`config.mk`:
```
export PLATFORM = sky130hd
export DESIGN_NAME = div_unit_flat
export DESIGN_NICKNAME = d
export VERILOG_FILES = /design/src/rtl/div_unit_if.sv /design/src/rtl/div_unit.sv /design/src/flat_wrapper.sv
export SDC_FILE = /design/constraint.sdc
export NUM_CORES = 1
export LEC_CHECK = 0
export CAP_MARGIN = 25
export CELL_PAD_IN_SITES_DETAIL_PLACEMENT = 1
export CELL_PAD_IN_SITES_GLOBAL_PLACEMENT = 1
export CORE_AREA = 8 8 173 207
export CTS_CLUSTER_DIAMETER = 40
export CTS_CLUSTER_SIZE = 40
export DETAILED_ROUTE_END_ITERATION = 12
export DIE_AREA = 0 0 181 215
export PLACE_DENSITY_LB_ADDON = 0.1
export SLEW_MARGIN = 25
export SYNTH_ARGS = -nofsm -noshare
export SYNTH_HDL_FRONTEND = slang
export SYNTH_SLANG_ARGS = --single-unit
```
`constraint.sdc`:
```
create_clock -name clk -period 14.61 [get_ports clk]
set_clock_uncertainty 0.1 [all_clocks]
set_input_delay 1.461 -clock clk [delete_from_list [all_inputs] [get_ports clk]]
set_output_delay 1.461 -clock clk [all_outputs]
set_load 0.05 [all_outputs]
```
`src/rtl/div_unit_if.sv`:
```
// Handshake and operand/result bundle between the MIPS control unit and the
// sequential divider.
interface div_unit_if #(
    parameter int WIDTH = 32
);
    logic             start;
    logic [WIDTH-1:0] dividend;
    logic [WIDTH-1:0] divisor;
    logic [WIDTH-1:0] lo;
    logic [WIDTH-1:0] hi;
    logic             busy;
    logic             done;
    logic             div_zero;

    modport master (
        output start, dividend, divisor,
        input  lo, hi, busy, done, div_zero
    );

    modport slave (
        input  start, dividend, divisor,
        output lo, hi, busy, done, div_zero
    );
endinterface

```
`src/rtl/div_unit.sv`:
```
// Sequential signed restoring divider for DIV: quotient to LO, remainder to HI.
// One quotient bit per cycle on operand magnitudes, signs restored at the end.
module div_unit #(
    parameter int WIDTH = 32,
    parameter int CNT_W = 6
) (
    input  logic       clk,
    input  logic       reset,
    div_unit_if.slave  bus
);
    typedef enum logic [1:0] {S_IDLE, S_RUN, S_DONE} state_t;

    state_t           state_q, state_d;
    logic [CNT_W-1:0] cnt_q, cnt_d;
    logic [WIDTH-1:0] rem_q, rem_d;
    logic [WIDTH-1:0] quo_q, quo_d;
    logic [WIDTH-1:0] dvs_q, dvs_d;
    logic [WIDTH-1:0] lo_q, lo_d;
    logic [WIDTH-1:0] hi_q, hi_d;
    logic             sign_q_q, sign_q_d;
    logic             sign_r_q, sign_r_d;
    logic             div_zero_q, div_zero_d;

    logic [WIDTH-1:0] dvd_abs, dvs_abs;
    logic [WIDTH:0]   rem_sh;
    logic [WIDTH-1:0] rem_step, quo_step;
    logic             step_ge;

    // Datapath for one restoring step; the shifted remainder needs WIDTH+1
    // bits so the compare cannot overflow when |divisor| has its MSB set.
    always_comb begin
        dvd_abs  = bus.dividend[WIDTH-1] ? -bus.dividend : bus.dividend;
        dvs_abs  = bus.divisor[WIDTH-1]  ? -bus.divisor  : bus.divisor;
        rem_sh   = {rem_q, quo_q[WIDTH-1]};
        step_ge  = (rem_sh >= {1'b0, dvs_q});
        rem_step = step_ge ? (rem_sh[WIDTH-1:0] - dvs_q) : rem_sh[WIDTH-1:0];
        quo_step = {quo_q[WIDTH-2:0], step_ge};
    end

    always_ff @(posedge clk or negedge reset) begin
        if (!reset) begin
            state_q    <= S_IDLE;
            cnt_q      <= '0;
            rem_q      <= '0;
            quo_q      <= '0;
            dvs_q      <= '0;
            lo_q       <= '0;
            hi_q       <= '0;
            sign_q_q   <= 1'b0;
            sign_r_q   <= 1'b0;
            div_zero_q <= 1'b0;
        end else begin
            state_q    <= state_d;
            cnt_q      <= cnt_d;
            rem_q      <= rem_d;
            quo_q      <= quo_d;
            dvs_q      <= dvs_d;
            lo_q       <= lo_d;
            hi_q       <= hi_d;
            sign_q_q   <= sign_q_d;
            sign_r_q   <= sign_r_d;
            div_zero_q <= div_zero_d;
        end
    end

    always_comb begin
        state_d    = state_q;
        cnt_d      = cnt_q;
        rem_d      = rem_q;
        quo_d      = quo_q;
        dvs_d      = dvs_q;
        lo_d       = lo_q;
        hi_d       = hi_q;
        sign_q_d   = sign_q_q;
        sign_r_d   = sign_r_q;
        div_zero_d = div_zero_q;

        case (state_q)
            S_IDLE: begin
                if (bus.start) begin
                    if (bus.divisor == '0) begin
                        // Divide by zero: skip RUN, leave LO/HI untouched.
                        div_zero_d = 1'b1;
                        state_d    = S_DONE;
                    end else begin
                        quo_d    = dvd_abs;
                        dvs_d    = dvs_abs;
                        rem_d    = '0;
                        cnt_d    = '0;
                        sign_q_d = bus.dividend[WIDTH-1] ^ bus.divisor[WIDTH-1];
                        sign_r_d = bus.dividend[WIDTH-1];
                        state_d  = S_RUN;
                    end
                end
            end
            S_RUN: begin
                rem_d = rem_step;
                quo_d = quo_step;
                cnt_d = cnt_q + 1'b1;
                if (cnt_q == CNT_W'(WIDTH - 1)) begin
                    lo_d       = sign_q_q ? -quo_step : quo_step;
                    hi_d       = sign_r_q ? -rem_step : rem_step;
                    div_zero_d = 1'b0;
                    state_d    = S_DONE;
                end
            end
            S_DONE: begin
                state_d = S_IDLE;
            end
            default: begin
                state_d = S_IDLE;
            end
        endcase
    end

    assign bus.lo       = lo_q;
    assign bus.hi       = hi_q;
    assign bus.busy     = (state_q == S_RUN);
    assign bus.done     = (state_q == S_DONE);
    assign bus.div_zero = div_zero_q;
endmodule

```
`src/flat_wrapper.sv`:
```
// flat-port wrapper written by rule: the top's interface ports become plain ports
module div_unit_flat 
#(
    parameter int WIDTH = 32,
    parameter int CNT_W = 6
)
  (clk, reset, bus_start, bus_dividend, bus_divisor, bus_lo, bus_hi, bus_busy, bus_done, bus_div_zero);
  div_unit_if #(.WIDTH(WIDTH)) bus_i ();
  input  logic clk;
  input  logic reset;
  input wire logic [$bits(bus_i.start)-1:0] bus_start;
  input wire logic [$bits(bus_i.dividend)-1:0] bus_dividend;
  input wire logic [$bits(bus_i.divisor)-1:0] bus_divisor;
  output wire logic [$bits(bus_i.lo)-1:0] bus_lo;
  output wire logic [$bits(bus_i.hi)-1:0] bus_hi;
  output wire logic [$bits(bus_i.busy)-1:0] bus_busy;
  output wire logic [$bits(bus_i.done)-1:0] bus_done;
  output wire logic [$bits(bus_i.div_zero)-1:0] bus_div_zero;
  assign bus_i.start = bus_start;
  assign bus_i.dividend = bus_dividend;
  assign bus_i.divisor = bus_divisor;
  assign bus_lo = bus_i.lo;
  assign bus_hi = bus_i.hi;
  assign bus_busy = bus_i.busy;
  assign bus_done = bus_i.done;
  assign bus_div_zero = bus_i.div_zero;
  div_unit #(.WIDTH(WIDTH), .CNT_W(CNT_W)) u_core (.clk(clk), .reset(reset), .bus(bus_i));
endmodule
```
== Word-level counts from Yosys, hierarchy flattened ==
Index checks and enable logic that the tools add are counted.
W data, S select, Z words.

* $add $sub $neg: 6
* Bitwise logic cells: 2
* Eq/ne operators: 7
* Mux-type cells: 22
* Reduce and logical (&&, ||, !) cells: 8
* Magnitude comparators: 1

{| class="wikitable"
|+ Operator list
! kind !! count
|-
| $mux W32 || 9
|-
| $neg A32 Y32 || 4
|-
| $pmux W32 S2 || 2
|-
| $ge A33 B32 Y1 || 1
|-
| $logic_not A32 Y1 || 1
|-
| $sub A32 B32 Y32 || 1
|-
| $mux W6 || 2
|-
| $pmux W6 S2 || 1
|-
| $add A6 B1 Y6 const B || 1
|-
| $eq A6 B5 Y1 const B || 1
|-
| $mux W2 || 3
|-
| $reduce_and A3 Y1 || 2
|-
| $ne A2 B1 Y1 const B || 2
|-
| $ne A2 B2 Y1 const B || 2
|-
| $pmux W2 S2 || 1
|-
| $reduce_and A2 Y1 || 2
|-
| $reduce_and A4 Y1 || 1
|-
| $mux W1 || 3
|-
| $eq A2 B1 Y1 const B || 1
|-
| $eq A2 B2 Y1 const B || 1
|-
| $logic_not A2 Y1 || 1
|-
| $pmux W1 S2 || 1
|-
| $reduce_bool A2 Y1 || 1
|-
| $not A1 Y1 || 1
|-
| $xor A1 B1 Y1 || 1
|}

* Input bits: 67
* Flip-flop bits (word level): 171

== Longest topological paths before layout ==
* Depth in word-level cells: 5
* Gate-level depth with buffers: 22

== Worst setup path before layout ==
Ideal clock, no wire load.

* Kind: register to register
* Start point: register u_core.rem_q[3]
* End point: register u_core.lo_q[30], in the netlist u_core.bus.lo[30]
* Path slack: 9.729 ns
* Path buffers: 3
* Cell stages (with the launch flop): 20
* Library setup time: 0.129 ns
* Arrival: 4.652 ns
* Period minus slack after synthesis: 4.881 ns
* Path through: dfrtp_1 -> ha_1 -> and2_1 -> a221oi_4 -> a2111oi_2 -> o31ai_1 -> nand3_2 -> inv_2 -> clkbuf_1 -> buf_2 -> buf_1 -> ha_1 -> nand2b_1 -> nand2b_1 -> nand2b_1 -> or3_1 -> or3_1 -> o31ai_1 -> xor2_1 -> o21ai_1

* Longest elaborated chain between the ends: 3

{| class="wikitable"
|+ Ends and longest elaborated chain
! what !! RTL line !! source
|-
| from (decl) || div_unit.sv:15 || <nowiki>logic [WIDTH-1:0] rem_q, rem_d;</nowiki>
|-
| from (signal assigned) || div_unit.sv:55 || <nowiki>rem_q <= rem_d;</nowiki>
|-
| $ge A33 B32 Y1 || div_unit.sv:35 || <nowiki>step_ge = (rem_sh >= {1'b0, dvs_q});</nowiki>
|-
| $neg A32 Y32 || div_unit.sv:101 || <nowiki>lo_d = sign_q_q ? -quo_step : quo_step;</nowiki>
|-
| $mux W32 || div_unit.sv:101 ||
|-
| to (signal assigned) || div_unit.sv:58 || <nowiki>lo_q <= lo_d;</nowiki>
|-
| to (decl) || div_unit.sv:18 || <nowiki>logic [WIDTH-1:0] lo_q, lo_d;</nowiki>
|}

Every way passes these cells.
A chain may end at the register's enable or synchronous reset.

== Worst setup path after layout ==
* Start point: register u_core.rem_q[11]
* End point: register u_core.hi_q[24], in the netlist u_core.bus.hi[24]

* Longest elaborated chain between the ends: 4
* Elaborated cells between the ends (all ways): 5
* Those cells by class: add/sub (2); order compare (1); mux (2)

{| class="wikitable"
|+ Ends and longest elaborated chain
! what !! RTL line !! source
|-
| $sub A32 B32 Y32 / $ge A33 B32 Y1 (equally long branches) || div_unit.sv:36, div_unit.sv:35 ||
|-
| $mux W32 (*) || div_unit.sv:36 || <nowiki>rem_step = step_ge ? (rem_sh[WIDTH-1:0] - dvs_q) : rem_sh[WIDTH-1:0];</nowiki>
|-
| $neg A32 Y32 || div_unit.sv:102 || <nowiki>hi_d = sign_r_q ? -rem_step : rem_step;</nowiki>
|-
| $mux W32 (*) || div_unit.sv:102 ||
|-
| to (signal assigned) || div_unit.sv:59 || <nowiki>hi_q <= hi_d;</nowiki>
|-
| to (decl) || div_unit.sv:19 || <nowiki>logic [WIDTH-1:0] hi_q, hi_d;</nowiki>
|}

Every way passes the cells marked *; elsewhere a longest branch is shown, timed or not.

==> metrics.txt <==
status=completed; area of placed instances=0.0137 sq mm; Seq/Total Area, Yosys=35.2%; wire length per cell=20.5 um; Die Ht=215 um; CTS tree=done; I/O pin count=134; Reg2Reg Launch Point=u_core.rem_q[11]$_DFFE_PN0P_; clock latency on the worst-skew pair=0.45 ns; Critical Path RT=14.83 ns; core area=0.0327 sq mm; Routed Antenna Nets=0; post-CTS sizing=0; max-cap viol count=0; Rel. slew slack=30.8%; clock buffer depth=2; final instance area=0.0143 sq mm; #FFs+latches synth=171; DPL Wire Length=31.3 mm; Arr. time, crit path=5.92 ns; synth cell count leaders=225 x nand2_1, 195 x o21ai_0, 171 x dfrtp_1; Synth Warn #=0; CTS Buf Count=17; # nets final=1,681; top cells by area, synth=dfrtp_1 35%, o21ai_0 8.0%, nand2_1 7.0%; H-tree Lvls=4; number of synthesized flops with an enable pin=0; Via density=5.59; final wirelength=41.0 mm; Synth area leader=dfrtp_1; vias post-DR=11,200; Worst Path Max Fanout=64; drt pass-1 iters=5; syn nets=1,594; DR DRC count=0; Post-Synthesis Cell Area=0.0122 sq mm; CP endpoint kind=register; vias in the first global route=11,800; Buffers on Ports=133; die width=181 um; ys flop type=dfrtp_1; first-pass GRT wire length=66.6 mm; GRT Residual Overflow=0; CP Class=reg2reg; Post-CTS Setup Bufs=0; final setup vio count=0; worst hold start=u_core.bus.hi[7]$_DFFE_PN0P_; synthesis-to-finish area growth=18.0%; Finished Core Util=43.9%; Worst Tran Pin Value=1.04 ns; GRT Overall Usage=21.4%; Synth Instances=1,489; fmax=175 MHz; launch point of the critical path=u_core.rem_q[11]$_DFFE_PN0P_; count leader, synth=nand2_1; Yosys top cell area share=35.2%; largest net degree at the start of global routing=101; RSZ-0062 raised after global routing=no; crit share post-route=39.1%; kind of start point of the critical path=register; sum of negative setup slack=0 ns; GP Congestion=0.883; CTS sink count=171; CTS Hold Bufs=0; fin. max-slew vios=0; Min Clock Period, post-route=5.71 ns; Async SR Flop Fraction=100%; Initial Util=37.2%; syn_area_per_cell=8.16 sq um; ant diodes=0; HP Class=reg2reg; Placement Rows=73; ratio of cells with drive above 1 in the final layout=5.10%; Hold Violations, Final=0; count of cell types in the netlist=84; initial antenna violation count=1; Reg clk slew, reported paths=0.07 ns; Clk Tree Root Cell=clkbuf_16; drt initial violations=511; die area=0.0389 sq mm
[cells in the final DEF, fill, tap and decap left out, types with 37 or more instances in the layout]
cell type / Yosys / final
a21oi_1: 92 / 92
clkdlybuf4s50_1: 0 / 132
dfrtp_1: 171 / 171
ha_1: 37 / 37
inv_1: 56 / 56
nand2_1: 225 / 224
nand3_1: 41 / 41
nor2_1: 97 / 97
o21ai_0: 195 / 195
xnor2_1: 63 / 63
xor2_1: 78 / 78
[area by class of cell]
type,count,area [sq um]
tap,412,515
sequential,171,4280
timing repair buffer,147,1440
clock inverter,12,135
multi-input combinational,1181,7300
clock buffer,20,457
fill,3935,18400
inverter,58,218
[cell families after synthesis]
group	synth area share, %
AOI/OAI and AO/OA	22.7
xor gates and xnor gates	10.2
adders and majority gates	3.97
buffers and inverters	4.89
DFF	35.2
muxes	2.45
and+or+nand+nor	20.6
[per-stage QoR]
step / std cells / setup WS (ns) / hold WS (ns)
2_1_floorplan: 1489 / 9.73 / 0.350
3_3_place_gp: 1969 / 8.86 / 0.365
3_5_place_dp: 1969 / 8.79 / 0.375
4_1_cts: 2001 / 8.88 / 0.395
5_1_grt: 2001 / 8.43 / 0.418
6_report: 2001 / 8.90 / 0.385
[worst max-delay path, cell delays in order (launching register included)]
cell,delay (ns)
dfrtp_1,0.47
ha_1,0.43
a21oi_1,0.34
o21ai_0,0.15
a21o_1,0.22
o31ai_1,0.41
nand3_2,0.15
inv_2,0.07
buf_4,0.51
mux2i_1,0.38
ha_1,0.36
nand3_1,0.14
nor4_1,0.35
o2111ai_1,0.17
nor4_1,0.38
o21ai_1,0.24
o31ai_1,0.34
xor2_1,0.20
o21ai_0,0.10
[registers in the layout, summed over array words and instances, names as in the netlist]
register             count
u_core.bus.hi           32
u_core.bus.lo           32
u_core.dvs_q            32
u_core.quo_q            32
u_core.rem_q            32
u_core.cnt_q             6
u_core.state_q           2
u_core.bus.div_zero      1
u_core.sign_q_q          1
u_core.sign_r_q          1
[path summary, 6_finish.rpt]
check | end | slack, ns | depth (start not counted)
max in group asynchronous | u_core.bus.lo[31]$_DFFE_PN0P_ | 11.79 | 3
hold reg to reg | u_core.bus.hi[7]$_DFFE_PN0P_ | 0.38 | 2
min in group asynchronous | u_core.bus.lo[6]$_DFFE_PN0P_ | 0.84 | 1
setup / recovery | u_core.bus.hi[24]$_DFFE_PN0P_ | 8.90 | 18
hold / removal | u_core.bus.hi[7]$_DFFE_PN0P_ | 0.38 | 2
setup reg to reg | u_core.bus.hi[24]$_DFFE_PN0P_ | 8.90 | 18
[per-layer routing]
layer / vias to the layer above / wire, um / GRT usage, %
met5: - / 0 / 0
met4: 0 / 1520 / 9.03
met3: 51 / 1110 / 3.22
met2: 141 / 20800 / 38.4
met1: 5535 / 17600 / 24.9
li1: 5466 / - / -
Power is not shown: default switching activity piles up to over one toggle a cycle in this logic, so the estimate is an artifact.
==> RTL change 1, RTL diff (config.mk and constraints unchanged) <==
`lo_q` no longer has a reset.
--- a/src/rtl/div_unit.sv
+++ b/src/rtl/div_unit.sv
@@ -44,7 +44,6 @@
             rem_q      <= '0;
             quo_q      <= '0;
             dvs_q      <= '0;
-            lo_q       <= '0;
             hi_q       <= '0;
             sign_q_q   <= 1'b0;
             sign_r_q   <= 1'b0;
@@ -55,12 +54,15 @@
             rem_q      <= rem_d;
             quo_q      <= quo_d;
             dvs_q      <= dvs_d;
-            lo_q       <= lo_d;
             hi_q       <= hi_d;
             sign_q_q   <= sign_q_d;
             sign_r_q   <= sign_r_d;
             div_zero_q <= div_zero_d;
         end
+    end
+
+    always_ff @(posedge clk) begin
+        lo_q <= lo_d;
     end
 
     always_comb begin
Formal check against the unedited RTL: no difference found for any inputs over 10 cycles, from zero or initial values and one cycle with reset low; that may be too few to reach the edited logic, so the function may still have changed.
==> RTL change 1 against the original RTL <==
Synthesized area decreased by 2.3%; worst setup slack improved by 0.44 ns; critical path depth decreased by 2; hold slack got worse by 0.0069 ns; sequential cell count unchanged; via count decreased by 5.3%; die area unchanged; routed wire length decreased by 6.7%; utilization decreased by 1.1 points; final area decreased by 2.4%; highest routed layer unchanged.
Power is left out: the tool's default activity adds up to more than one toggle a clock period on the data nets, which glitch-free logic cannot reach.
==> RTL change 1: results (changes against the original RTL) <==
drt total wl 38.3 mm (-6.7%); status finished clean; DPL Wire Length 29.5 mm (-5.8%); Routed met3 length 1.15 mm (+3.9%); Crit Path Max Fanout 42 (-34%); largest net degree at the start of global routing 102 (+0.99%); actual slew at the worst max-slew pin 0.982 ns (-0.0561 ns); net count after synthesis 1,465 (-8.1%); first-pass GRT wire length 61.2 mm (-8.1%); vias in the first global route 10.9k (-8.1%); met1 WL 17.4 mm (-0.88%); Yosys warnings 0 (unchanged); Placer Congestion 0.921 (+4.2%); Post-synth EDFFs 32 (+32); ys async rst share 81.3% (-19 points); initial antenna violation count 0 (-1); worst reg2reg path startpoint u_core.rem_q[25]; Tot GR Track Use 19.5% (-1.9 points); crit end category flip-flop; Crit-path slowest cell inv_2; nets@finish 1,560 (-7.2%); worst skew pair latency 0.44 ns; synth top area cells dfrtp_1 (29%), xnor2_1 (8.3%), edfxtp_1 (8.1%); synth unique cells 86 (+2.4%); initial DRC count 667 (+31%); worst-case reg-to-reg path depth 16 (-2); R2R setup slack 9.34 ns (+0.44 ns); largest stage delay on the critical path 0.57 ns (+0.06 ns); worst path arrival time 5.51 ns (-0.41 ns); share of cells above drive strength 1 5.32% (+0.22 points); Worst R2R End u_core.bus.hi[28]; most frequent cells after synthesis nand2_1 (177), dfrtp_1 (139), xnor2_1 (113); Worst-path clk slew 0.07 ns (about the same); post-synthesis sequential area ratio 37.4% (+2.2 points); fillers 3,881 (-1.4%); Via-to-Cell Ratio 5.64 (+0.88%); met2 WL 18.8 mm (-9.5%); min-delay src u_core.bus.hi[2]; total iterations of the first detailed-routing run 6 (+1)
-- RTL change 1: cell types whose count changed after synthesis, sizes merged, moves of 30 or more --
cell	change
inv	+30
edfxtp	+32
a222oi	+32
xor2	-57
dfrtp	-32
xnor2	+50
a21oi	-30
nand2	-47
nor2	-30
o21ai	-53
-- RTL change 1: worst max-delay path, delay by kind of cell (launching register included) --
family,cells,cell delay (ns)
flip-flops,1,0.43
multiplexers,1,0.38
adder cells (fa/ha/maj),2,0.72
buffers and inverters,1,0.57
AND/OR/NAND/NOR,5,1.24
AO/OA/AOI/OAI,7,1.73
-- RTL change 1: kinds of logic (layout without fill, tap and decap cells) --
family | after synthesis | after routing | share of synthesized area, %
flip-flops | 171 | 171 | 37.4
AND/OR/NAND/NOR | 436 | 436 | 18.5
XOR/XNOR | 134 | 134 | 9.89
buffers and inverters | 157 | 264 | 5.69
adder cells (fa/ha/maj) | 38 | 38 | 4.07
multiplexers | 20 | 20 | 1.73
AO/OA/AOI/OAI | 404 | 404 | 22.7
-- RTL change 1: final cells by class --
| cell class | count | share of cell area (%) |
|---|---|---|
| Multi-Input combinational cell | 1032 | 48.3 |
| Tap cell | 412 | 3.68 |
| Inverter | 89 | 2.39 |
| Sequential cell | 171 | 31.7 |
| Clock inverter | 13 | 0.662 |
| Timing Repair Buffer | 144 | 10.1 |
| Clock buffer | 18 | 3.07 |
-- RTL change 1: worst min-delay path by stage --
stage                     slack, ns           endpoint
after floorplan                0.36    u_core.cnt_q[4]
after global placement         0.36  u_core.bus.hi[10]
after detailed placement       0.37   u_core.bus.hi[2]
after CTS                      0.39   u_core.bus.hi[2]
after global routing           0.41  u_core.bus.hi[10]
final                          0.38   u_core.bus.hi[2]
-- RTL change 1: routing by layer --
layer,vias to the layer above,GRT usage [%]
met5,-,0
met4,0,6.32
met3,38,2.92
met2,180,33.8
met1,5232,24.6
li1,5153,-
-- RTL change 1: through the flow --
step	std cells	hold slack [ns]	instance area (µm²)	worst slack, ns	utilization [%]
6_report	1879	0.378	14000	9.34	42.8
5_1_grt	1879	0.410	14000	8.85	42.8
4_1_cts	1879	0.387	14000	9.29	42.8
3_5_place_dp	1848	0.370	13500	8.95	41.2
3_3_place_gp	1848	0.363	13500	9.05	41.2
2_1_floorplan	1360	0.362	11900	9.96	-
==> RTL change 2, RTL diff (same flow settings) <==
Made on the original files. `WIDTH` is set to 32 in 3 places; all go to 48.
--- a/src/rtl/div_unit_if.sv
+++ b/src/rtl/div_unit_if.sv
@@ -1,7 +1,7 @@
 // Handshake and operand/result bundle between the MIPS control unit and the
 // sequential divider.
 interface div_unit_if #(
-    parameter int WIDTH = 32
+    parameter int WIDTH = 48
 );
     logic             start;
     logic [WIDTH-1:0] dividend;
--- a/src/rtl/div_unit.sv
+++ b/src/rtl/div_unit.sv
@@ -1,7 +1,7 @@
 // Sequential signed restoring divider for DIV: quotient to LO, remainder to HI.
 // One quotient bit per cycle on operand magnitudes, signs restored at the end.
 module div_unit #(
-    parameter int WIDTH = 32,
+    parameter int WIDTH = 48,
     parameter int CNT_W = 6
 ) (
     input  logic       clk,
--- a/src/flat_wrapper.sv
+++ b/src/flat_wrapper.sv
@@ -1,7 +1,7 @@
 // flat-port wrapper written by rule: the top's interface ports become plain ports
 module div_unit_flat 
 #(
-    parameter int WIDTH = 32,
+    parameter int WIDTH = 48,
     parameter int CNT_W = 6
 )
   (clk, reset, bus_start, bus_dividend, bus_divisor, bus_lo, bus_hi, bus_busy, bus_done, bus_div_zero);
Interface: changed (resized bus_dividend, bus_divisor, bus_hi and bus_lo); port bits go from 134 to 198. No check against the original RTL was run, so the function may have changed too.
==> RTL change 2 against the original RTL <==
Synthesized area grew 47%; worst setup slack got worse by 0.87 ns; routed wire length rose by 86%; utilization increased by 21 points; synthesized cell count rose by 50%; die area unchanged; sequential cell count grew 80; final area grew 48%.
Power is left out: the tool's default activity adds up to more than one toggle a clock period on the data nets, which glitch-free logic cannot reach.
==> RTL change 2: results (changes against the original RTL) <==
net count after synthesis 2,385 (+50%); multiplexer share of the synthesized area 2.03% (-0.42 points); largest stage delay on the critical path 0.56 ns (+0.05 ns); Rel. slew slack 26.9% (-3.9 points); Tot GR Track Use 35.9% (+14 points); worst-case reg-to-reg path depth 17 (-1); synth unique cells 85 (+1.2%); Placed Cells 2,728 (+39%); Mean Syn Cell Area 8.02 µm² (-1.8%); CTS Buf Count 37 (+20); Worst R2R End u_core.bus.hi[40]; post-synthesis sequential area ratio 35.1% (-0.11 points); vias in the first global route 20.1k (+70%); status finished clean; worst path arrival time 6.85 ns (+0.93 ns); DPL Wire Length 48.2 mm (+54%); Post-Synth XOR/XNOR Area 10.8% (+0.61 points); Min-Delay Endpoint u_core.bus.lo[35]; Placer Congestion 1.00 (+14%); average wire per standard cell 27.3 µm (+33%); Vias 19.1k (+70%); initial antenna violation count 0 (-1); share of cells above drive strength 1 5.29% (+0.19 points); Synth Area in Compound Gates 23.5% (+0.82 points); IO buf count 197 (+48%); worst skew pair latency 0.55 ns (+0.10 ns); initial DRC count 1,836 (+260%); largest net degree at the start of global routing 109 (+7.9%); Clock H-tree levels 2 (-2); Crit-path slowest cell a211oi_1; drt total wl 76.4 mm (+86%); Max clock buf depth 3 (+1); min-delay src u_core.bus.lo[35]
==> RTL change 2: cell type report <==
type                            instances  area [µm²]  area share, %
Timing Repair Buffer                  212        2100           9.86
Tap cell                              412         515           2.43
Sequential cell                       251        6280           29.5
Multi-Input combinational cell       1771       10800           50.7
Clock inverter                         20         264           1.24
Clock buffer                           46        1020           4.80
Inverter                               82         308           1.45
==> RTL change 2: worst max path at each step <==
| stage | startpoint | end | slack (ns) |
|---|---|---|---|
| 4_1_cts | u_core.rem_q[17] | u_core.bus.hi[40] | 8.35 |
| 3_3_place_gp | bus_divisor[3] | u_core.cnt_q[5] | 8.16 |
| 3_5_place_dp | bus_divisor[3] | u_core.cnt_q[5] | 7.95 |
| 6_report | u_core.rem_q[17] | u_core.bus.hi[40] | 8.04 |
| 2_1_floorplan | u_core.rem_q[3] | u_core.bus.lo[44] | 8.99 |
| 5_1_grt | u_core.rem_q[17] | u_core.bus.hi[40] | 7.54 |
==> RTL change 2: cell families after synthesis <==
group,count (synthesis)
multiplexers,36
AO/OA/AOI/OAI,704
XOR/XNOR,220
flip-flops,251
buffers and inverters,210
adder cells (fa/ha/maj),54
AND/OR/NAND/NOR,757
==> RTL change 2: layer usage <==
layer	vias to the layer above	share of wire, %	global-route usage (%)
li1	8209	-	-
met1	9376	35	38.3
met2	1081	50	64.3
met3	390	6.5	5.28
met4	0	8.3	25.4
met5	-	0	0
==> RTL change 2: through the flow <==
stage | hold WS (ns) | util, %
floorplan | 0.350 | -
detailed placement | 0.369 | 61.0
CTS | 0.383 | 65.0
global placement | 0.363 | 61.0
global route | 0.415 | 65.0
finish | 0.378 | 65.0
